==> src/rtl/joypad_pkg.sv <==
// Shared constants for the NES controller port responder: bus addresses,
// button bit positions and the open-bus mask for the data byte.
package joypad_pkg;

  localparam logic [15:0] ADDR_JOY1 = 16'h4016;
  localparam logic [15:0] ADDR_JOY2 = 16'h4017;

  localparam int BTN_A      = 0;
  localparam int BTN_B      = 1;
  localparam int BTN_SELECT = 2;
  localparam int BTN_START  = 3;
  localparam int BTN_UP     = 4;
  localparam int BTN_DOWN   = 5;
  localparam int BTN_LEFT   = 6;
  localparam int BTN_RIGHT  = 7;

  // Bits 7:5 of a controller read float and return the last bus value.
  localparam logic [7:0] OPEN_BUS_MASK = 8'hE0;

endpackage

==> src/rtl/joypad_shift_register.sv <==
// One controller pad: parallel load of the button states, serial shift-out
// (filling with 1s) and a saturating count of bits read since the last load.
module joypad_shift_register #(
  parameter int NUM_BUTTONS = 8
) (
  input  logic                   i_clk,
  input  logic                   i_reset,
  input  logic                   i_load,
  input  logic                   i_shift,
  input  logic [NUM_BUTTONS-1:0] i_buttons,
  output logic                   o_bit,
  output logic [3:0]             o_count
);

  logic [NUM_BUTTONS-1:0] shift_q;
  logic [3:0]             count_q;

  // Load wins over shift; the count stops at NUM_BUTTONS once the pad is drained.
  always_ff @(posedge i_clk) begin
    if (i_reset) begin
      shift_q <= '0;
      count_q <= '0;
    end else if (i_load) begin
      shift_q <= i_buttons;
      count_q <= '0;
    end else if (i_shift) begin
      shift_q <= {1'b1, shift_q[NUM_BUTTONS-1:1]};
      if (count_q != 4'(NUM_BUTTONS))
        count_q <= count_q + 4'd1;
    end
  end

  assign o_bit   = shift_q[0];
  assign o_count = count_q;

endmodule

==> src/rtl/joypad_bus_responder.sv <==
// CPU-bus target for the two controller ports at $4016/$4017: strobe latch,
// serial button readout and open-bus merging of the returned byte.
module joypad_bus_responder
  import joypad_pkg::*;
#(
  parameter logic [15:0] ADDR_PORT1  = ADDR_JOY1,
  parameter logic [15:0] ADDR_PORT2  = ADDR_JOY2,
  parameter int          NUM_BUTTONS = 8
) (
  input  logic                   i_clk,
  input  logic                   i_reset,
  input  logic                   i_ce,
  input  logic                   i_rw,
  input  logic [15:0]            i_address,
  input  logic [7:0]             i_data,
  input  logic [7:0]             i_open_bus,
  input  logic [NUM_BUTTONS-1:0] i_buttons1,
  input  logic [NUM_BUTTONS-1:0] i_buttons2,
  output logic [7:0]             o_data,
  output logic                   o_data_en,
  output logic                   o_strobe,
  output logic [3:0]             o_debug_count1,
  output logic [3:0]             o_debug_count2
);

  logic strobe_q;
  logic sel1;
  logic sel2;
  logic strobe_write;
  logic serial1;
  logic serial2;
  logic bit1;
  logic bit2;
  logic unused_data_bits;

  assign sel1         = i_rw && (i_address == ADDR_PORT1);
  assign sel2         = i_rw && (i_address == ADDR_PORT2);
  assign strobe_write = i_ce && !i_rw && (i_address == ADDR_PORT1);
  assign o_data_en    = sel1 | sel2;
  assign o_strobe     = strobe_q;

  always_ff @(posedge i_clk) begin
    if (i_reset)
      strobe_q <= 1'b0;
    else if (strobe_write)
      strobe_q <= i_data[0];
  end

  // Reload keys off the registered strobe, so the 1->0 write cycle still samples.
  joypad_shift_register #(.NUM_BUTTONS(NUM_BUTTONS)) u_pad1 (
    .i_clk     (i_clk),
    .i_reset   (i_reset),
    .i_load    (i_ce && strobe_q),
    .i_shift   (i_ce && sel1 && !strobe_q),
    .i_buttons (i_buttons1),
    .o_bit     (serial1),
    .o_count   (o_debug_count1)
  );

  joypad_shift_register #(.NUM_BUTTONS(NUM_BUTTONS)) u_pad2 (
    .i_clk     (i_clk),
    .i_reset   (i_reset),
    .i_load    (i_ce && strobe_q),
    .i_shift   (i_ce && sel2 && !strobe_q),
    .i_buttons (i_buttons2),
    .o_bit     (serial2),
    .o_count   (o_debug_count2)
  );

  // While strobing, the pad reports the live A button rather than the latch.
  assign bit1 = strobe_q ? i_buttons1[BTN_A] : serial1;
  assign bit2 = strobe_q ? i_buttons2[BTN_A] : serial2;

  always_comb begin
    o_data = i_open_bus;
    if (sel1)
      o_data = (i_open_bus & OPEN_BUS_MASK) | {7'd0, bit1};
    else if (sel2)
      o_data = (i_open_bus & OPEN_BUS_MASK) | {7'd0, bit2};
  end

  assign unused_data_bits = ^i_data[7:1];

endmodule

==> config.mk <==
export PLATFORM = sky130hd
export DESIGN_NAME = joypad_bus_responder
export DESIGN_NICKNAME = d
export VERILOG_FILES = /design/src/rtl/joypad_pkg.sv /design/src/rtl/joypad_shift_register.sv /design/src/rtl/joypad_bus_responder.sv
export SDC_FILE = /design/constraint.sdc
export NUM_CORES = 1
export LEC_CHECK = 0
export ABC_AREA = 1
export CORE_MARGIN = 1.5
export CORE_UTILIZATION = 42
export DETAILED_ROUTE_END_ITERATION = 10
export PLACE_DENSITY = 0.89
export REMOVE_ABC_BUFFERS = 1
export SYNTH_ARGS = -nofsm -noshare
export SYNTH_HDL_FRONTEND = slang
export SYNTH_SLANG_ARGS = --single-unit
==> constraint.sdc <==
create_clock -name i_clk -period 1.7 [get_ports i_clk]
set_clock_uncertainty 0.05 [all_clocks]
set_input_delay 0.255 -clock i_clk [delete_from_list [all_inputs] [get_ports i_clk]]
set_output_delay 0.255 -clock i_clk [all_outputs]
set_load 0.03 [all_outputs]
==> impl_results.md, run 1 <==
* Required @ worst endpoint at 1.39 ns
* Synth-to-Final Area Change at 58.63%
* First-pass GRT wire length at approximately 7400 um
* Die Y-Extent at ~64 um
* Crit-path max FO at 5
* Core area at ~3600 um2
* Placed Cells at between 300 and 400
* Post-synth EDFFs at 0
* Period minus WS final at about 1.6 ns
* Yosys warning count at 0
* Top_reg_cell synth: dfxtp_1
* Initial antenna violation count at 0
* Sequential share of the synthesized area at 31.95%
* Worst-path clk slew at ~0.10 ns
* Most frequent cell after synthesis: nand2_1
* Wire per inst at 11.24 um
* Layout Utilization at roughly 68%
* First DRT Iteration DRCs at 70
* Commonest cells post-synth: 72 x nand2_1, 53 x nor2_1, 39 x inv_1
* DR DRC count at 0
* Flop-to-flop setup slack at ~0.30 ns
* CP cell instances: buf_2 -> nor2_1 -> nand2_2 -> nor2_4 -> nand4_1 -> nand2_2 -> nor2_1 -> clkdlybuf4s15_2
* Number of port buffers at 56
* Gr usage total at 21.89%
* NumNets Final at 401
* Rows at 22
* Slew of the pin with the lowest slew margin at approximately 0.32 ns
* Hold Startpoint: u_pad1.shift_q[5]
* Hold Crit Class: flop to flop
* Crit Path Class: input pin to output port
* Distinct cells, synth at 23
* Fmax achieved at between 600 and 700 MHz
* Synth area leader: dfxtp_1
* Ratio of routed vias to standard cells at ~4.8
* Grt total ovfl at 0
* Peak VDD IR at roughly 0.72 mV
* Synth top area cells: dfxtp_1 32%, nand2_1 17%, nor2_1 13%
* First-pass DRT Iterations at 4
* Routed vias at around 1900
* Final Setup Violations at 0
* Worst Path Arrival at around 1.3 ns
* Startpoint types: input pin
* Pwr per Cell Area at between 400 and 500 nW/um2
* Share of cells above drive strength 1 at between 20% and 30%
* Share of the synthesized area in the top cell type at 31.95%
* Status: completed
* Final Hold Fails at 0
* P_leak at about 0.0013 uW
* Post-Synthesis Cells at 258
* Final-report max-slew violation count at 0
* Fin cells at slightly below 400
* Area of the mapped netlist at roughly 1600 um2
* Post-DRT Antenna Nets at 0
* Worst Hold Path Cells at 2
* Maxcap violations at 0
* Seq cells post-synth at 25
* Starting Density at a little over two fifths
* CTS root buf: clkbuf_8
* Clock latency on the worst-skew pair at between 0.2 and 0.3 ns
* CTS Sinks at 25
* Async SR Flop Fraction at 0%
* Critical R2R Capture: u_pad1.shift_q[1]
* Crit end category: output port
* Die X at roughly 64 um
* Clk buf depth at 2
* Gpl congestion at 0.8203
* Final period utilization at 96.57%
* Post-detail-place hpwl at a little over 3000 um
* Hold-fix buffers at CTS at 0
* Slowest cell on the critical path: clkdlybuf4s15_2
* Largest net degree at the start of global routing at 17
* Syn_area_per_cell at roughly 6.1 um2
* Routed WL at between 4000 and 5000 um
* Htree depth at 1
* Max-slew headroom at 78.71%
* CTS tree: yes
* Setup TNS at 0 ns
* R2R cell count at 7
* CTS Buf Count at 3
* Min-Delay Endpoint: u_pad1.shift_q[5]
* Worst r2r src: o_strobe
* Overall power at around 1200 uW
* # diodes at 0
* Number of global-route vias before repair at 1854
* Worst path max stage delay at 0.27 ns
* # IOs at 70
* Layout fillers at about 320
* Die Area at between 4000 and 5000 um2
[cell usage in the layout (no fill, tap or decap), types with 2 or more instances in the layout]
cell type	count
a21oi_1	8
buf_2	6
buf_4	30
buf_6	5
clkbuf_2	10
clkbuf_8	3
clkdlybuf4s15_2	4
clkdlybuf4s50_1	26
clkinv_1	2
dfxtp_1	24
dlymetal6s2s_1	6
ha_1	4
inv_1	36
inv_2	3
nand2_1	65
nand2_2	7
nand3_1	8
nand3_2	7
nand3b_1	3
nand4_1	3
nor2_1	43
nor2_2	8
nor2_4	5
nor3_1	7
o21ai_0	11
xor2_1	3
[metal layers]
layer | GRT usage (%) | up-vias | wire [um]
met4 | 5.163 | 0 | 64
met3 | 4.401 | 8 | 230
met2 | 41.93 | 53 | 2310
li1 | - | 958 | -
met5 | 0 | - | 0
met1 | 24.37 | 856 | 1800
[registers in the layout, indices dropped and copies added (netlist names)]
name	count
o_strobe	1
u_pad1.shift_q	8
u_pad2.shift_q	8
u_pad1.o_count	4
u_pad2.o_count	4
[worst max path at each step]
stage                        startpoint                end  slack (ns)
after floorplan                o_strobe  u_pad2.shift_q[2]        -0.1
after global placement     i_address[4]          o_data[1]       -0.54
after detailed placement  i_address[14]          o_data[2]       -0.62
after CTS                  i_address[4]          o_data[0]      0.0002
after global routing           o_strobe          o_data[0]       -0.01
final                     i_address[12]          o_data[1]        0.06
[layout make-up]
type | instances | area (um2) | share of cell area (%)
multi-input combinational | 185 | 948.4 | 38.17
timing repair buffer | 89 | 770.7 | 31.02
sequential | 25 | 501.7 | 20.19
inverter | 41 | 153.9 | 6.193
tap | 48 | 60.06 | 2.417
clock buffer | 3 | 41.29 | 1.662
clock inverter | 1 | 8.758 | 0.3525
[worst max-delay path, delay by kind of cell]
| family | cells | cell delay (ns) |
|---|---|---|
| buffers and inverters | 2 | 0.38 |
| AND/OR/NAND/NOR | 6 | 0.71 |
[report_power, final]
part | internal, uW | total (uW) | switching [uW] | leakage, uW
registers | 585 | 585 | 0.00323 | 0.000202
clock network | 172 | 379 | 207 | 0.0000261
logic | 106 | 191 | 84.8 | 0.00109
[cells by family (layout without fill, tap and decap cells)]
logic type	count (synthesis)	in the layout	synth area share, %
AOI/OAI and AO/OA	20	20	6.550
adders and majority gates	4	4	3.195
buffers and inverters	48	134	12.78
DFF	25	25	31.95
xor gates and xnor gates	3	3	1.678
and+or+nand+nor	158	158	43.85
[through the flow]
step                hold WS, ns  instance area (um2)  worst slack (ns)
detailed placement       0.4225                 2321           -0.6178
global route             0.4602                 2485          -0.01100
global placement         0.4128                 2321           -0.5432
floorplan                0.2741                 1520          -0.09658
CTS                      0.4428                 2450         0.0001635
finish                   0.4392                 2485           0.05833
[what timing repair did]
action | CTS | global route
endpoints found under the setup margin | 14 | 15
buffers inserted | 9 | 1
pin swaps | 21 | 22
resized for setup | 66 | 43
Note: power is estimated with default switching activity, not from simulation.
==> inputs of run 2 (changes only) <==
Settings changed: CAP_MARGIN from default to 20, SKIP_CTS_REPAIR_TIMING from default to 1.
==> impl_results.md, run 2 (same netlist as run 1, synthesis figures left out) <==
* Status: completed
* Cell area after layout at 2465 um2 (-0.81%)
* Maxcap violations at 0 (unchanged)
* Overall power at 1165 uW (+0.84%)
* NumNets Final at 395 (-1.5%)
* Initial antenna violation count at 0 (unchanged)
* Wire per inst at 10.81 um (-3.8%)
* Startpoint types: input pin
* Worst path max stage delay at 0.14 ns (-0.13 ns)
* Required @ worst endpoint at 1.39 ns (about the same)
* CTS Buf Count at 3 (unchanged)
* Max-slew headroom at 77.58% (-1.1 points)
* Largest net degree at the start of global routing at 17 (unchanged)
* Synth-to-Final Area Change at 57.35%
* Share of cells above drive strength 1 at 22.49% (-4.5 points)
* Grt total ovfl at 0 (unchanged)
* Crit end category: output port
* Core area at 3633 um2 (unchanged)
* Final-report max-slew violation count at 0 (unchanged)
* Reg area at 501.7 um2 (unchanged)
* Number of port buffers at 56 (unchanged)
* Fmax achieved at 606.5 MHz (-0.43%)
* Slowest cell on the critical path: nor2_4
* Crit path max-delay family: simple AND/OR/NAND/NOR gates
* Hold Crit Class: flop to flop
* First-pass GRT wire length at 6851 um (-7.7%)
* Worst r2r src: o_strobe
* Crit Path Class: input pin to output port
* Hold Startpoint: u_pad1.shift_q[5]
* DR DRC count at 0 (unchanged)
* Placed Cells at 378 (unchanged)
* Starting Density at 43.11% (unchanged)
* Gr usage total at 19.99% (-1.9 points)
* Htree depth at 1 (unchanged)
* Number of global-route vias before repair at 1737 (-6.3%)
* Hold WS at 0.4410 ns (+0.001853 ns)
* Post-DRT Antenna Nets at 0 (unchanged)
* Placement Cell Area at 2321 um2 (unchanged)
* WP buf/inv at 5 (+3)
* Worst Hold Path Cells at 2 (unchanged)
* # diodes at 0 (unchanged)
* Layout fillers at 312 (-2.8%)
* CTS tree: yes
* # IOs at 70 (unchanged)
* Pwr per Cell Area at 472.7 nW/um2 (+1.7%)
* Final setup margin at 0.05129 ns (-0.007045 ns)
* Routed WL at 4174 um (-5.2%)
* Rows at 22 (unchanged)
* First-pass DRT Iterations at 4 (unchanged)
* Routed vias at 1847 (-1.5%)
* Post-detail-place hpwl at 3095 um (unchanged)
* Commonest non-fill, non-tap cell in the layout: nand2_1
* Ratio of routed vias to standard cells at 4.785 (about the same)
* Slew of the pin with the lowest slew margin at 0.3358 ns (+0.01704 ns)
* Die Area at 4105 um2 (unchanged)
* Period minus WS final at 1.649 ns (+0.007045 ns)
* Clk buf depth at 2 (unchanged)
* CP cell instances: clkbuf_2 -> nor2_2 -> nand2_2 -> nor2_4 -> buf_6 -> buf_6 -> nand3_1 -> nand3_1 -> nand2_1 -> inv_1 -> buf_6
* Die X at 64.07 um (unchanged)
* Clock latency on the worst-skew pair at 0.27 ns (about the same)
* Final period utilization at 96.98% (+0.41 points)
* Final Setup Violations at 0 (unchanged)
* CP most frequent cell: buf_6
* Gpl congestion at 0.8203 (unchanged)
* DP Worst Slack at -0.6178 ns (unchanged)
* Area of the multi-input gates at 923.4 um2 (-2.6%)
* First DRT Iteration DRCs at 71 (+1.4%)
* R2R cell count at 7 (unchanged)
* Crit-path max FO at 4 (-1)
* Levels on crit path at 11 (+3)
* CTS Sinks at 25 (unchanged)
* P_leak at 0.001365 uW (+3.5%)
* Die Y-Extent at 64.07 um (unchanged)
* Biggest regs: u_pad1.shift_q x8, u_pad2.shift_q x8
* Fin cells at 386 (-1.5%)
* Worst-path clk slew at 0.10 ns (about the same)
* Peak VDD IR at 0.7197 mV (about the same)
* Commonest non-fill, non-tap cells in the layout: 67 x nand2_1, 43 x nor2_1, 34 x inv_1
* Worst Path Arrival at 1.34 ns (about the same)
* CTS root buf: clkbuf_8
* Worst Setup SP: i_address[12]
* Final Hold Fails at 0 (unchanged)
## run 2: worst paths after layout
check,to,slack (ns)
worst min-delay path,u_pad1.shift_q[5],0.44
worst max-delay path,o_data[0],0.05
worst min register to register,u_pad1.shift_q[5],0.44
worst max register to register,u_pad1.shift_q[1],0.34
## run 2: per-layer routing
metal	vias to the layer above	share of wire, %	track usage (%)
met1	847	42	22.84
met3	6	4.7	4.225
met4	0	1.2	4.076
met5	-	0	0
met2	49	52	37.76
li1	945	-	-
## run 2: power breakdown
part | total, uW | switching [uW] | internal, uW
logic | 197 | 84.5 | 113
clock network | 383 | 211 | 172
registers | 585 | 0.00322 | 585
## run 2: cell type report
cell class | count | area share (%)
clock buffers | 3 | 1.675
clock inverters | 1 | 0.3553
inverters | 41 | 6.244
multi-input cells | 185 | 37.46
flip-flops and latches | 25 | 20.36
well taps | 48 | 2.437
repair buffers | 83 | 31.47
## run 2: per-stage QoR
step	setup TNS, ns	util [%]
2_1_floorplan	-0.2677	-
3_3_place_gp	-7.815	63.88
3_5_place_dp	-9.120	63.88
4_1_cts	-3.268	65.25
5_1_grt	-0.01184	67.84
6_report	0	67.84
## run 2: tightest hold or removal path: stages (launching register included)
cell,delay [ns]
dfxtp_1,0.32
nor2_1,0.09
nor2_1,0.05
